==> src/rtl/fifo_flags_if.sv <==
// fifo_flags_if: producer/consumer bundle for fifo_flags (request, data and status flags).
interface fifo_flags_if #(
    parameter int WordLength = 8,
    parameter int AddrBits   = 3
);
    logic                  clr_i;
    logic                  wr_i;
    logic [WordLength-1:0] w_data_i;
    logic                  rd_i;
    logic [WordLength-1:0] r_data_o;
    logic                  empty_o;
    logic                  full_o;
    logic                  almost_empty_o;
    logic                  almost_full_o;
    logic [AddrBits:0]     count_o;
    logic                  overflow_o;
    logic                  underflow_o;

    modport master (
        output clr_i, wr_i, w_data_i, rd_i,
        input  r_data_o, empty_o, full_o, almost_empty_o, almost_full_o, count_o,
               overflow_o, underflow_o
    );

    modport slave (
        input  clr_i, wr_i, w_data_i, rd_i,
        output r_data_o, empty_o, full_o, almost_empty_o, almost_full_o, count_o,
               overflow_o, underflow_o
    );
endinterface

==> src/rtl/fifo_flags.sv <==
// fifo_flags: synchronous FIFO with occupancy count, almost flags, sticky errors, flush and optional FWFT.
module fifo_flags #(
    parameter int WordLength     = 8,
    parameter int AddrBits       = 3,
    parameter int AlmostFullThr  = 6,
    parameter int AlmostEmptyThr = 1,
    parameter bit Fwft           = 1'b0
) (
    input logic        clk_i,
    input logic        rst_i,
    fifo_flags_if.slave bus
);
    localparam logic [AddrBits:0] DepthC = (AddrBits+1)'(2**AddrBits);
    localparam logic [AddrBits:0] AfThr  = (AddrBits+1)'(AlmostFullThr);
    localparam logic [AddrBits:0] AeThr  = (AddrBits+1)'(AlmostEmptyThr);

    logic [WordLength-1:0] mem [2**AddrBits];
    logic [AddrBits-1:0]   wr_ptr_q, wr_ptr_d, rd_ptr_q, rd_ptr_d;
    logic [AddrBits:0]     count_q, count_d;
    logic [WordLength-1:0] r_data_q, r_data_d;
    logic                  ovf_q, ovf_d, udf_q, udf_d;
    logic                  rd_acc, wr_acc;

    always_comb begin
        rd_acc   = bus.rd_i && (count_q != '0);
        // a full FIFO still takes a write when the same edge frees a slot
        wr_acc   = bus.wr_i && ((count_q != DepthC) || rd_acc);
        wr_ptr_d = wr_ptr_q + AddrBits'(wr_acc);
        rd_ptr_d = rd_ptr_q + AddrBits'(rd_acc);
        count_d  = count_q + (AddrBits+1)'(wr_acc) - (AddrBits+1)'(rd_acc);
        ovf_d    = ovf_q | (bus.wr_i & ~wr_acc);
        udf_d    = udf_q | (bus.rd_i & ~rd_acc);
        r_data_d = rd_acc ? mem[rd_ptr_q] : r_data_q;
        if (bus.clr_i) begin
            wr_ptr_d = '0;
            rd_ptr_d = '0;
            count_d  = '0;
            ovf_d    = 1'b0;
            udf_d    = 1'b0;
            r_data_d = '0;
        end
    end

    always_ff @(posedge clk_i) begin
        if (rst_i) begin
            wr_ptr_q <= '0;
            rd_ptr_q <= '0;
            count_q  <= '0;
            ovf_q    <= 1'b0;
            udf_q    <= 1'b0;
            r_data_q <= '0;
        end else begin
            wr_ptr_q <= wr_ptr_d;
            rd_ptr_q <= rd_ptr_d;
            count_q  <= count_d;
            ovf_q    <= ovf_d;
            udf_q    <= udf_d;
            r_data_q <= r_data_d;
        end
    end

    always_ff @(posedge clk_i) begin
        if (wr_acc && !rst_i && !bus.clr_i) mem[wr_ptr_q] <= bus.w_data_i;
    end

    assign bus.r_data_o       = Fwft ? mem[rd_ptr_q] : r_data_q;
    assign bus.count_o        = count_q;
    assign bus.empty_o        = count_q == '0;
    assign bus.full_o         = count_q == DepthC;
    assign bus.almost_empty_o = count_q <= AeThr;
    assign bus.almost_full_o  = count_q >= AfThr;
    assign bus.overflow_o     = ovf_q;
    assign bus.underflow_o    = udf_q;
endmodule

==> src/flat_wrapper.sv <==
// flat-port wrapper written by rule: the top's interface ports become plain ports
module fifo_flags_flat 
#(
    parameter int WordLength     = 8,
    parameter int AddrBits       = 3,
    parameter int AlmostFullThr  = 6,
    parameter int AlmostEmptyThr = 1,
    parameter bit Fwft           = 1'b0
)
  (clk_i, rst_i, bus_clr_i, bus_wr_i, bus_w_data_i, bus_rd_i, bus_r_data_o, bus_empty_o, bus_full_o, bus_almost_empty_o, bus_almost_full_o, bus_count_o, bus_overflow_o, bus_underflow_o);
  fifo_flags_if #(.WordLength(WordLength), .AddrBits(AddrBits)) bus_i ();
  input logic clk_i;
  input logic rst_i;
  input wire logic [$bits(bus_i.clr_i)-1:0] bus_clr_i;
  input wire logic [$bits(bus_i.wr_i)-1:0] bus_wr_i;
  input wire logic [$bits(bus_i.w_data_i)-1:0] bus_w_data_i;
  input wire logic [$bits(bus_i.rd_i)-1:0] bus_rd_i;
  output wire logic [$bits(bus_i.r_data_o)-1:0] bus_r_data_o;
  output wire logic [$bits(bus_i.empty_o)-1:0] bus_empty_o;
  output wire logic [$bits(bus_i.full_o)-1:0] bus_full_o;
  output wire logic [$bits(bus_i.almost_empty_o)-1:0] bus_almost_empty_o;
  output wire logic [$bits(bus_i.almost_full_o)-1:0] bus_almost_full_o;
  output wire logic [$bits(bus_i.count_o)-1:0] bus_count_o;
  output wire logic [$bits(bus_i.overflow_o)-1:0] bus_overflow_o;
  output wire logic [$bits(bus_i.underflow_o)-1:0] bus_underflow_o;
  assign bus_i.clr_i = bus_clr_i;
  assign bus_i.wr_i = bus_wr_i;
  assign bus_i.w_data_i = bus_w_data_i;
  assign bus_i.rd_i = bus_rd_i;
  assign bus_r_data_o = bus_i.r_data_o;
  assign bus_empty_o = bus_i.empty_o;
  assign bus_full_o = bus_i.full_o;
  assign bus_almost_empty_o = bus_i.almost_empty_o;
  assign bus_almost_full_o = bus_i.almost_full_o;
  assign bus_count_o = bus_i.count_o;
  assign bus_overflow_o = bus_i.overflow_o;
  assign bus_underflow_o = bus_i.underflow_o;
  fifo_flags #(.WordLength(WordLength), .AddrBits(AddrBits), .AlmostFullThr(AlmostFullThr), .AlmostEmptyThr(AlmostEmptyThr), .Fwft(Fwft)) u_core (.clk_i(clk_i), .rst_i(rst_i), .bus(bus_i));
endmodule
==> config.mk <==
export PLATFORM = sky130hd
export DESIGN_NAME = fifo_flags_flat
export DESIGN_NICKNAME = d
export VERILOG_FILES = /design/src/rtl/fifo_flags_if.sv /design/src/rtl/fifo_flags.sv /design/src/flat_wrapper.sv
export SDC_FILE = /design/constraint.sdc
export NUM_CORES = 1
export LEC_CHECK = 0
export ABC_AREA = 1
export CORE_AREA = 2 2 101 103
export CTS_CLUSTER_SIZE = 28
export DETAILED_ROUTE_END_ITERATION = 12
export DIE_AREA = 0 0 103 105
export DONT_BUFFER_PORTS = 1
export SLEW_MARGIN = 25
export SYNTH_ARGS = -nofsm -noshare
export SYNTH_HDL_FRONTEND = slang
export SYNTH_SLANG_ARGS = --single-unit
==> constraint.sdc <==
create_clock -name clk_i -period 2.6 [get_ports clk_i]
set_input_delay 0.52 -clock clk_i [delete_from_list [all_inputs] [get_ports clk_i]]
set_output_delay 0.52 -clock clk_i [all_outputs]
set_load 0.005 [all_outputs]
==> results.cfg <==
[run_status]
outcome = finished, final reports clean

[timing]
grt_setup_unrepaired = false
finalMaxSlewViolations = 0
fmax_mhz = 427
hold_violations = 0
finClkSkew_ns = 0.00843
finalCriticalPeriod_ns = 2.34
max_slew.worst_pin.slew_ns = 0.493
hold_ws_ns = 0.261
post-route-period-util = 0.900
max-slew-margin-rel = 0.671
worst_slack_ns = 0.259
setup_violations = 0
final.setup.tns_ns = 0

[grt]
use_met1 = 0.197
antenna_found_initial = 0
grt_pass1_wl_um = 12500
use_met3 = 0.0455
busiest_layer = met2
track_usage = 0.158
grt_overflow = 0
grt_max_degree = 33
use_met2 = 0.249
grt_pass1_vias = 2454

[die]
core_area_um2 = 9640
ios = 31
die_w_um = 103
fp-row-count = 36
start_util = 0.395
die_area_um2 = 10800
die_h_um = 105

[power_and_ir_drop]
power.density_nw_per_um2 = 783
p_switching_mw = 1.03
sequentialPowerShare = 0.483
p_comb_frac = 0.242
vdd_drop_max_uv = 240
sw_frac_of_total = 0.316
clkPwrFrac = 0.275
p_leak_nw = 1.71
p_int_mw = 2.23

[clock_tree]
htree_levels = 3
hold_buffers = 0
cts.sinks = 84
ctsResizeCount = 0
clk_pin_slew_ns = 0.09
max-clock-path-buffers = 2
cts_root_buffer = clkbuf_8
cts_tree = done
cts_inserted_buffers = 9
post-cts-setup-buffer-count = 0
clk-insertion-delay-late_ns = 0.35

[route]
drt_iter0_drc = 95
drc = 0
drt-wirelength-per-cell_um = 14.8
dr.pass1.iters = 4
viasPerCell = 4.56
wirelength_um = 7790
ant_nets = 0
vias = 2396

[final_layout]
drive_gt1_frac = 0.140
final_cells = 526
diodes = 0
synthToLayoutAreaGrowth_pct = 9.10
fin_nets = 414

[yosys]
synth_top_area_share = 0.505
synth_area_leaders = edfxtp_1, dfxtp_1, nand2_1
synth_edf_count = 64
syn_avg_cell_area_um2 = 10.1
synth_top_flop_cell = edfxtp_1
synth.top_cells.by_count = nand2_1, inv_1, edfxtp_1
syn_inst = 377
synth_largest_area_cell = edfxtp_1
yosysSeqAreaShare = 0.610
synth-async-reset-ratio = 0
syn-num-nets = 403
ys_ff_latch = 84
synth.distinct_cells = 25
yosys_warnings = 0
yosysMostFrequentCell = nand2_1
syn-cell-area_um2 = 3810

[worst_setup_path]
r2r-end = u_core.bus.count_o[2]$_SDFF_PP0_
required_ns = 2.82
rrSetupSlack_ns = 0.26
worstReg2RegStart = u_core.bus.count_o[2]$_SDFF_PP0_
cp.arrival_ns = 2.56
path_class = reg2reg
cp_max_fo = 10
cp-end-kind = register
start_kind = register
rr_worst_depth = 12

[min_path]
hp-start = bus_w_data_i[3]
hold_path.class = in2reg
whs_endpoint = u_core.mem[4][3]$_DFFE_PP_
hold_path_depth = 0

[flow_run]
max-cap-violations = 0

[placement]
portBuffers = 0
dp_slack_ns = 0.248
routabilityCongestion = 0.795
dp_hpwl_um = 5020
place_inst = 510
==> layout make-up <==
type / count / area [um^2]
timing repair buffer: 14 / 105
tap: 133 / 166
inverter: 73 / 285
clock buffer: 11 / 131
clock inverter: 5 / 52.6
multi-input combinational: 206 / 1090
sequential: 84 / 2320
fill: 955 / 5490
==> registers in the layout, indices dropped and copies added, names as in the netlist <==
| signal | flops |
|---|---|
| u_core.mem | 64 |
| u_core.bus.underflow_o | 1 |
| u_core.bus.r_data_o | 8 |
| u_core.bus.overflow_o | 1 |
| u_core.wr_ptr_q | 3 |
| u_core.bus.count_o | 4 |
| u_core.rd_ptr_q | 3 |
==> power by group through the flow <==
stage / sequential [mW] / clock, mW / combinational, mW
floorplan: 1.58 / 0 / 0.680
detailed placement: 1.60 / 0 / 0.795
global placement: 1.60 / 0 / 0.776
global route: 1.58 / 0.975 / 0.908
finish: 1.57 / 0.895 / 0.787
CTS: 1.57 / 0.926 / 0.799
==> stage by stage <==
stage / utilization / instance area (um^2) / total power, mW
finish: 0.431 / 4150 / 3.25
global route: 0.431 / 4150 / 3.47
CTS: 0.431 / 4150 / 3.30
detailed placement: 0.412 / 3970 / 2.40
global placement: 0.412 / 3970 / 2.38
floorplan: - / 3810 / 2.26
==> cells in the final DEF, fill, tap and decap left out, types with 2 or more instances in the layout <==
| cell | instances |
|---|---|
| dfxtp_1 | 20 |
| a21oi_2 | 8 |
| nand2_2 | 5 |
| clkbuf_8 | 9 |
| nand3_1 | 41 |
| clkinv_2 | 4 |
| xnor2_1 | 2 |
| nand2_1 | 99 |
| nand3_2 | 8 |
| clkbuf_1 | 2 |
| nor2_1 | 22 |
| a21oi_1 | 3 |
| buf_4 | 14 |
| edfxtp_1 | 64 |
| inv_1 | 69 |
| ha_1 | 12 |
==> how the worst max path moves through the flow <==
stage | end | startpoint
floorplan | u_core.bus.count_o[2]$_SDFF_PP0_ | u_core.bus.count_o[2]$_SDFF_PP0_
finish | u_core.bus.count_o[2]$_SDFF_PP0_ | u_core.bus.count_o[2]$_SDFF_PP0_
global placement | u_core.bus.count_o[2]$_SDFF_PP0_ | u_core.bus.count_o[2]$_SDFF_PP0_
CTS | u_core.bus.count_o[2]$_SDFF_PP0_ | u_core.bus.count_o[2]$_SDFF_PP0_
global route | u_core.bus.count_o[2]$_SDFF_PP0_ | u_core.bus.count_o[2]$_SDFF_PP0_
detailed placement | u_core.bus.count_o[2]$_SDFF_PP0_ | u_core.bus.count_o[2]$_SDFF_PP0_
==> layer usage <==
layer	part of all wire	wire length (um)
met5	0	0
met4	0.021	166
met3	0.076	594
met2	0.48	3710
met1	0.43	3320
==> worst max-delay path, stage by stage (launching register included) <==
cell     delay [ns]
dfxtp_1        0.39
inv_1          0.11
ha_1           0.24
nand2_2        0.09
nand2_2        0.16
inv_8          0.16
ha_1           0.24
inv_1          0.06
ha_1           0.14
inv_1          0.06
fa_1           0.37
xor2_1         0.14
nor2_1         0.05
==> kinds of logic (layout without fill, tap and decap cells) <==
group                      after synthesis  count (layout)  synth area share
and+or+nand+nor                        177             177             0.209
buffers and inverters                   87             103             0.104
DFF                                     84              84             0.610
adders and majority gates               13              13            0.0447
AOI/OAI and AO/OA                       13              13            0.0263
xor gates and xnor gates                 3               3           0.00690
(Power assumes the default switching activity.)
